[config.mk]
export PLATFORM = sky130hd
export DESIGN_NAME = atm_txn_ctrl
export DESIGN_NICKNAME = d
export VERILOG_FILES = /design/src/rtl/atm_txn_ctrl.sv
export SDC_FILE = /design/constraint.sdc
export NUM_CORES = 1
export LEC_CHECK = 0
export ABC_CLOCK_PERIOD_IN_PS = 3200
export CORE_ASPECT_RATIO = 1.1
export CORE_MARGIN = 5
export CORE_UTILIZATION = 31
export CTS_CLUSTER_DIAMETER = 60
export DETAILED_ROUTE_END_ITERATION = 10
export HOLD_SLACK_MARGIN = 0.08
export PLACE_DENSITY = 0.56
export SLEW_MARGIN = 20
export SYNTH_ARGS = -nofsm -noshare
export SYNTH_HDL_FRONTEND = slang
export SYNTH_SLANG_ARGS = --single-unit
[constraint.sdc]
create_clock -name clk -period 3.2 [get_ports clk]
set_input_delay 0.64 -clock clk [delete_from_list [all_inputs] [get_ports clk]]
set_output_delay 0.64 -clock clk [all_outputs]
set_load 0.05 [all_outputs]
[src/rtl/atm_txn_ctrl.sv]
// ATM session and transaction initiator for the balance unit.
// PIN login, one strobed request at a time, result check and lockout.
module atm_txn_ctrl #(
  parameter logic [15:0] PIN       = 16'h1234,
  parameter int          MAX_TRIES = 3,
  parameter int          TIMEOUT   = 255
) (
  input  logic        clk,
  input  logic        res,
  input  logic        card_in,
  input  logic        pin_valid,
  input  logic [15:0] pin_in,
  input  logic        op_valid,
  input  logic        op_sel,
  input  logic [6:0]  amount,
  input  logic        cancel,
  input  logic [7:0]  balance,
  output logic        dep_en,
  output logic        with_en,
  output logic [6:0]  price,
  output logic        pin_err,
  output logic        txn_ok,
  output logic        txn_fail,
  output logic [1:0]  fail_code,
  output logic        locked,
  output logic [2:0]  state_o
);

  typedef enum logic [2:0] {
    IDLE     = 3'd0,
    PIN_WAIT = 3'd1,
    MENU     = 3'd2,
    ISSUE    = 3'd3,
    CHECK    = 3'd4,
    RESULT   = 3'd5,
    LOCK     = 3'd7
  } state_t;

  localparam logic [7:0] TLIM  = 8'(TIMEOUT - 1);
  localparam logic [2:0] TRIES = 3'(MAX_TRIES);

  state_t      state;
  logic [2:0]  tries;
  logic [7:0]  timer;
  logic        card_q;
  logic        op_q;
  logic [6:0]  amt_q;
  logic [7:0]  snap;
  logic [8:0]  sum;
  logic        dep_good;
  logic        wd_good;
  logic        good;

  // balance already reflects the strobe by the time CHECK samples it
  assign sum      = {1'b0, snap} + {2'b00, amt_q};
  assign dep_good = (sum <= 9'd255) && (balance == sum[7:0]);
  assign wd_good  = ({1'b0, amt_q} < snap) &&
                    (balance == snap - {1'b0, amt_q});
  assign good     = op_q ? dep_good : wd_good;
  assign state_o  = state;

  always_ff @(posedge clk) begin
    if (res) begin
      state     <= IDLE;
      tries     <= 3'd0;
      timer     <= 8'd0;
      card_q    <= 1'b0;
      op_q      <= 1'b0;
      amt_q     <= 7'd0;
      snap      <= 8'd0;
      dep_en    <= 1'b0;
      with_en   <= 1'b0;
      price     <= 7'd0;
      pin_err   <= 1'b0;
      txn_ok    <= 1'b0;
      txn_fail  <= 1'b0;
      fail_code <= 2'b00;
      locked    <= 1'b0;
    end else begin
      card_q    <= card_in;
      dep_en    <= 1'b0;
      with_en   <= 1'b0;
      price     <= 7'd0;
      pin_err   <= 1'b0;
      txn_ok    <= 1'b0;
      txn_fail  <= 1'b0;
      fail_code <= 2'b00;
      timer     <= 8'd0;
      unique case (state)
        IDLE: begin
          if (card_in && !card_q) begin
            state <= PIN_WAIT;
            tries <= 3'd0;
          end
        end
        PIN_WAIT: begin
          if (!card_in || cancel) begin
            state <= IDLE;
          end else if (pin_valid && pin_in == PIN) begin
            state <= MENU;
          end else if (pin_valid) begin
            pin_err <= 1'b1;
            tries   <= tries + 3'd1;
            if (tries + 3'd1 == TRIES) begin
              state  <= LOCK;
              locked <= 1'b1;
            end
          end else if (timer == TLIM) begin
            state     <= RESULT;
            txn_fail  <= 1'b1;
            fail_code <= 2'b11;
          end else begin
            timer <= timer + 8'd1;
          end
        end
        MENU: begin
          if (!card_in || cancel) begin
            state <= IDLE;
          end else if (op_valid && amount == 7'd0) begin
            state     <= RESULT;
            txn_fail  <= 1'b1;
            fail_code <= 2'b00;
          end else if (op_valid) begin
            op_q    <= op_sel;
            amt_q   <= amount;
            snap    <= balance;
            price   <= amount;
            dep_en  <= op_sel;
            with_en <= !op_sel;
            state   <= ISSUE;
          end else if (timer == TLIM) begin
            state     <= RESULT;
            txn_fail  <= 1'b1;
            fail_code <= 2'b11;
          end else begin
            timer <= timer + 8'd1;
          end
        end
        ISSUE: state <= CHECK;
        CHECK: begin
          txn_ok    <= good;
          txn_fail  <= !good;
          fail_code <= good ? 2'b00 : (op_q ? 2'b10 : 2'b01);
          state     <= RESULT;
        end
        RESULT: begin
          if (txn_fail && fail_code == 2'b11) state <= IDLE;
          else if (card_in)                   state <= MENU;
          else                                state <= IDLE;
        end
        LOCK: locked <= 1'b1;
        default: state <= IDLE;
      endcase
    end
  end

endmodule
==> impl_results.md, run 1 <==
* Synth Warn # at 0
* Site Rows at 36
* CTS max path bufs at 2
* Worst EP required at 3.38 ns
* Crit start category: register
* Min Tclk post-route at about 2.8 ns
* Least-Margin Pin Slew at 0.540 ns
* Period utilization at 87.0%
* Largest net degree at the start of global routing at 19
* Seq/Total Area, Yosys at 33.6%
* Crit path max fanout at 11
* TritonCTS Buffers at 5
* Fin. max-slew vios at 0
* Max cap viols at 0
* Crit Path Class: reg -> reg
* P_leak at 1.30 nW
* First-pass GRT wire length at 11700 microns
* Initial antenna violation count at 0
* Final instance area at 3520 sq um
* VDD IR-drop max at about 160 uV
* Max_slew headroom at 63.9%
* Post-CTS setup buffers at 0
* Top FF cell, synth: dfxtp_1
* Vias in the first global route at between 2000 and 2500
* Clk sink count at 46
* Pwr dens at 326 nW/um^2
* Slowest-stage cell, CP: ha_1
* CTS tree: yes
* Commonest cells in the netlist: dfxtp_1, nor2_1, a21oi_1, nand2_1, ha_1
* Share of post-route cells with drive strength above 1 at between 4 and 5%
* Crit path capture type: register
* Vias/cell at around 5.0
* RSZ-0062 raised after global routing: no
* Die Span Y at roughly 110 microns
* Cells after Synth at 328
* CP Cell Sequence: inv_1 > ha_1 > xor2_2 > nor2_1 > a221o_1 > a311o_1 > nor4_2 > o31a_2 > a31oi_1
* DRT iter0 DRCs at slightly above 100
* Post-DP HPWL at 5530 microns
* CP peak stage delay at between 0.5 and 0.6 ns
* Clock transition at the registers of the reported paths at 0.09 ns
* Setup TNS Final at 0 ns
* H-tree depth at 2
* GPL Wtd Cong at 0.882
* Async SR Flop Fraction at 0%
* CTS-repair resized insts at 0
* Post-Route WL at 7000 microns
* P&R area growth vs syn at 28.5%
* CORE AREA at 8740 sq um
* Post-DP Area at roughly 3400 sq um
* Post-synthesis cell type count at 51
* Synth top area cells: dfxtp_1, ha_1, nor2_1
* Port bufs at 55
* Io pins at 56
* First-pass DRT Iterations at 4
* Layout Cells excl Fill at just under 500
* Cell type with the highest aggregate area in the netlist: dfxtp_1
* Worst skew pair latency at 0.30 ns
* Final Hold Viols at 0
* DRT antenna net count at 0
* GRT Residual Overflow at 0
* Synthesized flop and latch total at 46
* Peak Freq at 359 MHz
* Total track usage at 13.2%
* Cell area after synthesis at 2740 sq um
* Drt wl/cell at between 10 and 15 microns
* Min-delay worst type: reg -> reg
* Nets at 439
* Status: finished, final reports clean
* Number of synthesized flops with an enable pin at 0
* Post-synth top area share at between 30% and 40%
* DR DRC count at 0
* Register-to-register setup slack at 0.42 ns
* Setup Skew at approximately 0.0076 ns
* Post-Syn Nets at 386
* Starting Density at about a third
* Die area at 10800 sq um
* Cells after DPL at 488
* Final setup vio count at 0
* Antenna diode count at 0
* Syn Area/Cell at 8.36 sq um
* WHS at around 0.5 ns
* Via Count at 2467
* Cell with the most instances after synthesis: dfxtp_1
* Die width at 99.7 microns
* Cts hold-fix bufs at 0
* Worst path arrival time at 2.96 ns
* CTS Root Cell: clkbuf_8
==> per-stage QoR <==
| stage | total power [W] | worst slack (ns) | utilization, % |
|---|---|---|---|
| after CTS | 0.00116 | 0.410 | 40.3 |
| final | 0.00115 | 0.416 | 40.3 |
| after detailed placement | 0.000720 | 0.139 | 39.0 |
| after floorplan | 0.000649 | 0.778 | - |
| after global placement | 0.000720 | 0.266 | 39.0 |
| after global routing | 0.00120 | 0.282 | 40.3 |
==> kinds of logic after synthesis <==
family | Yosys count | share of synthesized area, %
and+or+nand+nor | 136 | 25.6
muxes | 10 | 3.65
xor gates and xnor gates | 26 | 8.58
AOI/OAI and AO/OA | 62 | 14.9
DFF | 46 | 33.6
buffers and inverters | 28 | 3.97
adders and majority gates | 20 | 9.68
==> worst paths after layout <==
path,startpoint,to,depth (start not counted)
max,amt_q[5],txn_fail,9
min,amt_q[2],amt_q[2],2
max reg2reg,amt_q[5],txn_fail,9
min reg2reg,amt_q[2],amt_q[2],2
==> sequential cells by signal (all words and copies together) (netlist names) <==
register / flops
tries: 3
txn_ok: 1
snap: 8
timer: 8
with_en: 1
op_q: 1
card_q: 1
dep_en: 1
locked: 1
fail_code: 2
price: 7
pin_err: 1
amt_q: 7
txn_fail: 1
state_o: 3
==> critical path, delay by kind of cell (launching register included) <==
kind,cells,cell delay [ns]
AO/OA/AOI/OAI,4,0.96
adder cells (fa/ha/maj),1,0.52
AND/OR/NAND/NOR,2,0.45
flip-flops,1,0.39
XOR/XNOR,1,0.28
buffers and inverters,1,0.06
==> layer usage <==
metal | GRT usage [%] | part of all wire (%) | up-vias
met4 | 2.63 | 0.90 | 0
met2 | 23.4 | 48 | 56
met5 | 0 | 0 | -
met1 | 16.4 | 46 | 1154
li1 | - | - | 1251
met3 | 3.01 | 4.9 | 6
==> layout make-up <==
| class | count | area, sq um |
|---|---|---|
| Clock buffer | 5 | 68.8 |
| Clock inverter | 3 | 45.0 |
| Fill cell | 928 | 5220 |
| Inverter | 16 | 60.1 |
| Multi-Input combinational cell | 254 | 1710 |
| Sequential cell | 46 | 921 |
| Tap cell | 114 | 143 |
| Timing Repair Buffer | 58 | 573 |
==> where the power goes <==
| group | switching (W) | internal [W] | leakage [nW] |
|---|---|---|---|
| sequential | 0.00000537 | 0.000575 | 0.371 |
| clock | 0.000210 | 0.000233 | 0.0504 |
| combinational | 0.0000572 | 0.0000693 | 0.882 |
==> layout by cell type, fill, tap and decap left out, types with 3 or more instances in the layout <==
master and n:
nand2_1 23, o31ai_1 3, and2_1 9, ha_1 18, nor4_1 3, xnor2_1 17, and3_1 3, inv_1 16
dfxtp_1 46, nor3_1 6, nor2_1 40, a21oi_1 24, clkdlybuf4s50_1 55, a211oi_1 3, xor2_1 8, nand4_1 4
clkbuf_8 5, o21ai_0 9, nor2b_1 11, nand3_1 16, nand2b_1 5, nand3b_1 6, buf_4 3, mux2i_1 10
(Power assumes the default switching activity.)
==> run 2, diff against run 1 <==
--- a/config.mk
+++ b/config.mk
@@ -5,14 +5,14 @@
 export SDC_FILE = /design/constraint.sdc
 export NUM_CORES = 1
 export LEC_CHECK = 0
-export ABC_CLOCK_PERIOD_IN_PS = 3200
+export ABC_CLOCK_PERIOD_IN_PS = 2520
 export CORE_ASPECT_RATIO = 1.1
 export CORE_MARGIN = 5
 export CORE_UTILIZATION = 31
 export CTS_CLUSTER_DIAMETER = 60
 export DETAILED_ROUTE_END_ITERATION = 10
 export HOLD_SLACK_MARGIN = 0.08
-export PLACE_DENSITY = 0.56
+export PLACE_DENSITY = 0.58
 export SLEW_MARGIN = 20
 export SYNTH_ARGS = -nofsm -noshare
 export SYNTH_HDL_FRONTEND = slang
==> constraint.sdc (replaced) <==
create_clock -name clk -period 2.52 [get_ports clk]
set_input_delay 0.504 -clock clk [delete_from_list [all_inputs] [get_ports clk]]
set_output_delay 0.504 -clock clk [all_outputs]
set_load 0.05 [all_outputs]
==> run 2 against run 1 <==
Sequential power grew 26%. The run now ends with negative setup slack left. Via count increased by 4.5%. Clock power grew 21%. Largest cell class unchanged. Largest power group unchanged. Register-to-register slack worse by 0.42 ns.
==> impl_results.md, run 2 (synthesis gave the netlist of run 1 again) <==
* Status: finished, violations left
* P_leak at 1.46 nW (+12%)
* Worst path arrival time at 2.75 ns (-0.21 ns)
* Register-to-register setup slack at -0.005 ns (-0.42 ns)
* Setup TNS Final at -0.00491 ns (-0.00491 ns)
* GRT Residual Overflow at 0 (unchanged)
* Die width at 99.7 microns (unchanged)
* Via Count at 2579 (+4.5%)
* Crit Path Class: reg -> reg
* P&R area growth vs syn at 39.9%
* Final Hold Viols at 0 (unchanged)
* CTS max path bufs at 2 (unchanged)
* Clk sink count at 46 (unchanged)
* Starting Density at 31.4% (unchanged)
* Max_slew headroom at 65.6% (+1.7 points)
* Cells after DPL at 517 (+5.9%)
* TritonCTS Buffers at 5 (unchanged)
* Worst skew pair latency at 0.29 ns (about the same)
* CORE AREA at 8740 sq um (unchanged)
* Setup Skew at 0.00630 ns (-0.00126 ns)
* Post-DP HPWL at 5780 microns (+4.5%)
* Max cap viols at 0 (unchanged)
* Worst EP required at 2.74 ns (-0.64 ns)
* RSZ-0062 raised after global routing: yes
* Clock transition at the registers of the reported paths at 0.09 ns (about the same)
* DR DRC count at 0 (unchanged)
* Post-Route WL at 7090 microns (+1.4%)
* Crit path max fanout at 2 (-9)
* CTS Root Cell: clkbuf_8
* Share of post-route cells with drive strength above 1 at 15.5% (+11 points)
* Antenna diode count at 0 (unchanged)
* Drt wl/cell at 13.5 microns (-4.4%)
* Total track usage at 13.5% (+0.28 points)
* Initial antenna violation count at 0 (unchanged)
* Final setup vio count at 1 (+1)
* Period utilization at 100% (+13 points)
* Least-Margin Pin Slew at 0.514 ns (-0.0261 ns)
* Die Span Y at 109 microns (unchanged)
* Pwr dens at 378 nW/um^2 (+16%)
* Port bufs at 55 (unchanged)
* Min-delay worst type: reg -> reg
* Most frequent cells in the layout: clkdlybuf4s50_1, dfxtp_1, nor2_1, buf_4, a21oi_1
* Min Tclk post-route at 2.52 ns (-0.259 ns)
* Site Rows at 36 (unchanged)
* Layout Cells excl Fill at 526 (+6.0%)
* Crit path capture type: register
* Largest net degree at the start of global routing at 20 (+1)
* WHS at 0.493 ns (+0.00698 ns)
* Pre-CTS WS at -0.199 ns (-0.337 ns)
* VDD IR-drop max at 254 uV (+58%)
* Failing checks: negative setup slack
* DRT antenna net count at 0 (unchanged)
* H-tree depth at 2 (unchanged)
* Final worst setup slack at -0.00491 ns (-0.421 ns)
* Commonest non-fill, non-tap cell in the layout: clkdlybuf4s50_1
* Nets at 469 (+6.8%)
* DRT iter0 DRCs at 105 (+1.9%)
* Die area at 10800 sq um (unchanged)
* Fin. max-slew vios at 0 (unchanged)
* Largest regs: snap: 8 flops, timer: 8 flops
* First-pass GRT wire length at 11800 microns (+0.77%)
* GPL Wtd Cong at 0.850 (-3.7%)
* Crit start category: register
* First-pass DRT Iterations at 4 (unchanged)
* CTS tree: yes
* Vias in the first global route at 2500 (+4.7%)
* Peak Freq at 396 MHz (+10%)
* Cts hold-fix bufs at 0 (unchanged)
* Io pins at 56 (unchanged)
* Vias/cell at 4.90 (-1.4%)
[run 2: cell types whose count changed in the layout (fill, tap and decap cells not counted), sizes merged]
cell	previous run	this run
buf	3	33
clkbuf	5	6
clkinvlp	2	1
[run 2: worst paths after layout]
kind | start | endpoint | depth (start not counted)
max reg2reg | snap[0] | txn_ok | 9
min reg2reg | locked | locked | 2
min | locked | locked | 2
max | snap[0] | txn_ok | 9
[run 2: final cells by class]
type                    instances  area [sq um]
flip-flops and latches         46           926
repair buffers                 88           811
fillers                       898          4900
clock buffers                   6          72.6
inverters                      16          60.1
clock inverters                 2          37.5
well taps                     114           143
multi-input cells             254          1790
[run 2: per-layer routing]
metal  share of wire, %  GRT usage [%]  up-vias
li1                   -              -     1307
met1                 45           16.1     1189
met2                 50           24.1       77
met3                4.9           2.88        6
met4               0.82           4.10        0
met5                  0              0        -
[run 2: power by group]
| part | internal, W | switching (W) | total, W |
|---|---|---|---|
| sequential | 0.000729 | 0.00000268 | 0.000731 |
| clock | 0.000296 | 0.000241 | 0.000537 |
| combinational | 0.000101 | 0.0000815 | 0.000182 |
[run 2: repair_timing]
item,CTS,global route
endpoints found under the setup margin,3,3
gates resized for setup,5,15
buffers inserted,0,1
pin swaps,1,10
[run 2: per-stage QoR]
stage	power (W)	util, %	instance area, sq um
floorplan	0.000824	-	2740
global placement	0.000928	41.6	3640
detailed placement	0.000929	41.6	3640
CTS	0.00148	43.2	3770
global route	0.00152	43.9	3840
finish	0.00145	43.9	3840
[run 2: worst max-delay path, cell delays in order, from the launching register on]
cell	delay (ns)
dfxtp_2	0.35
buf_4	0.11
inv_2	0.04
ha_4	0.16
fa_2	0.56
xnor2_1	0.07
nor3_1	0.21
nand4_1	0.20
or4_4	0.58
a211oi_2	0.17
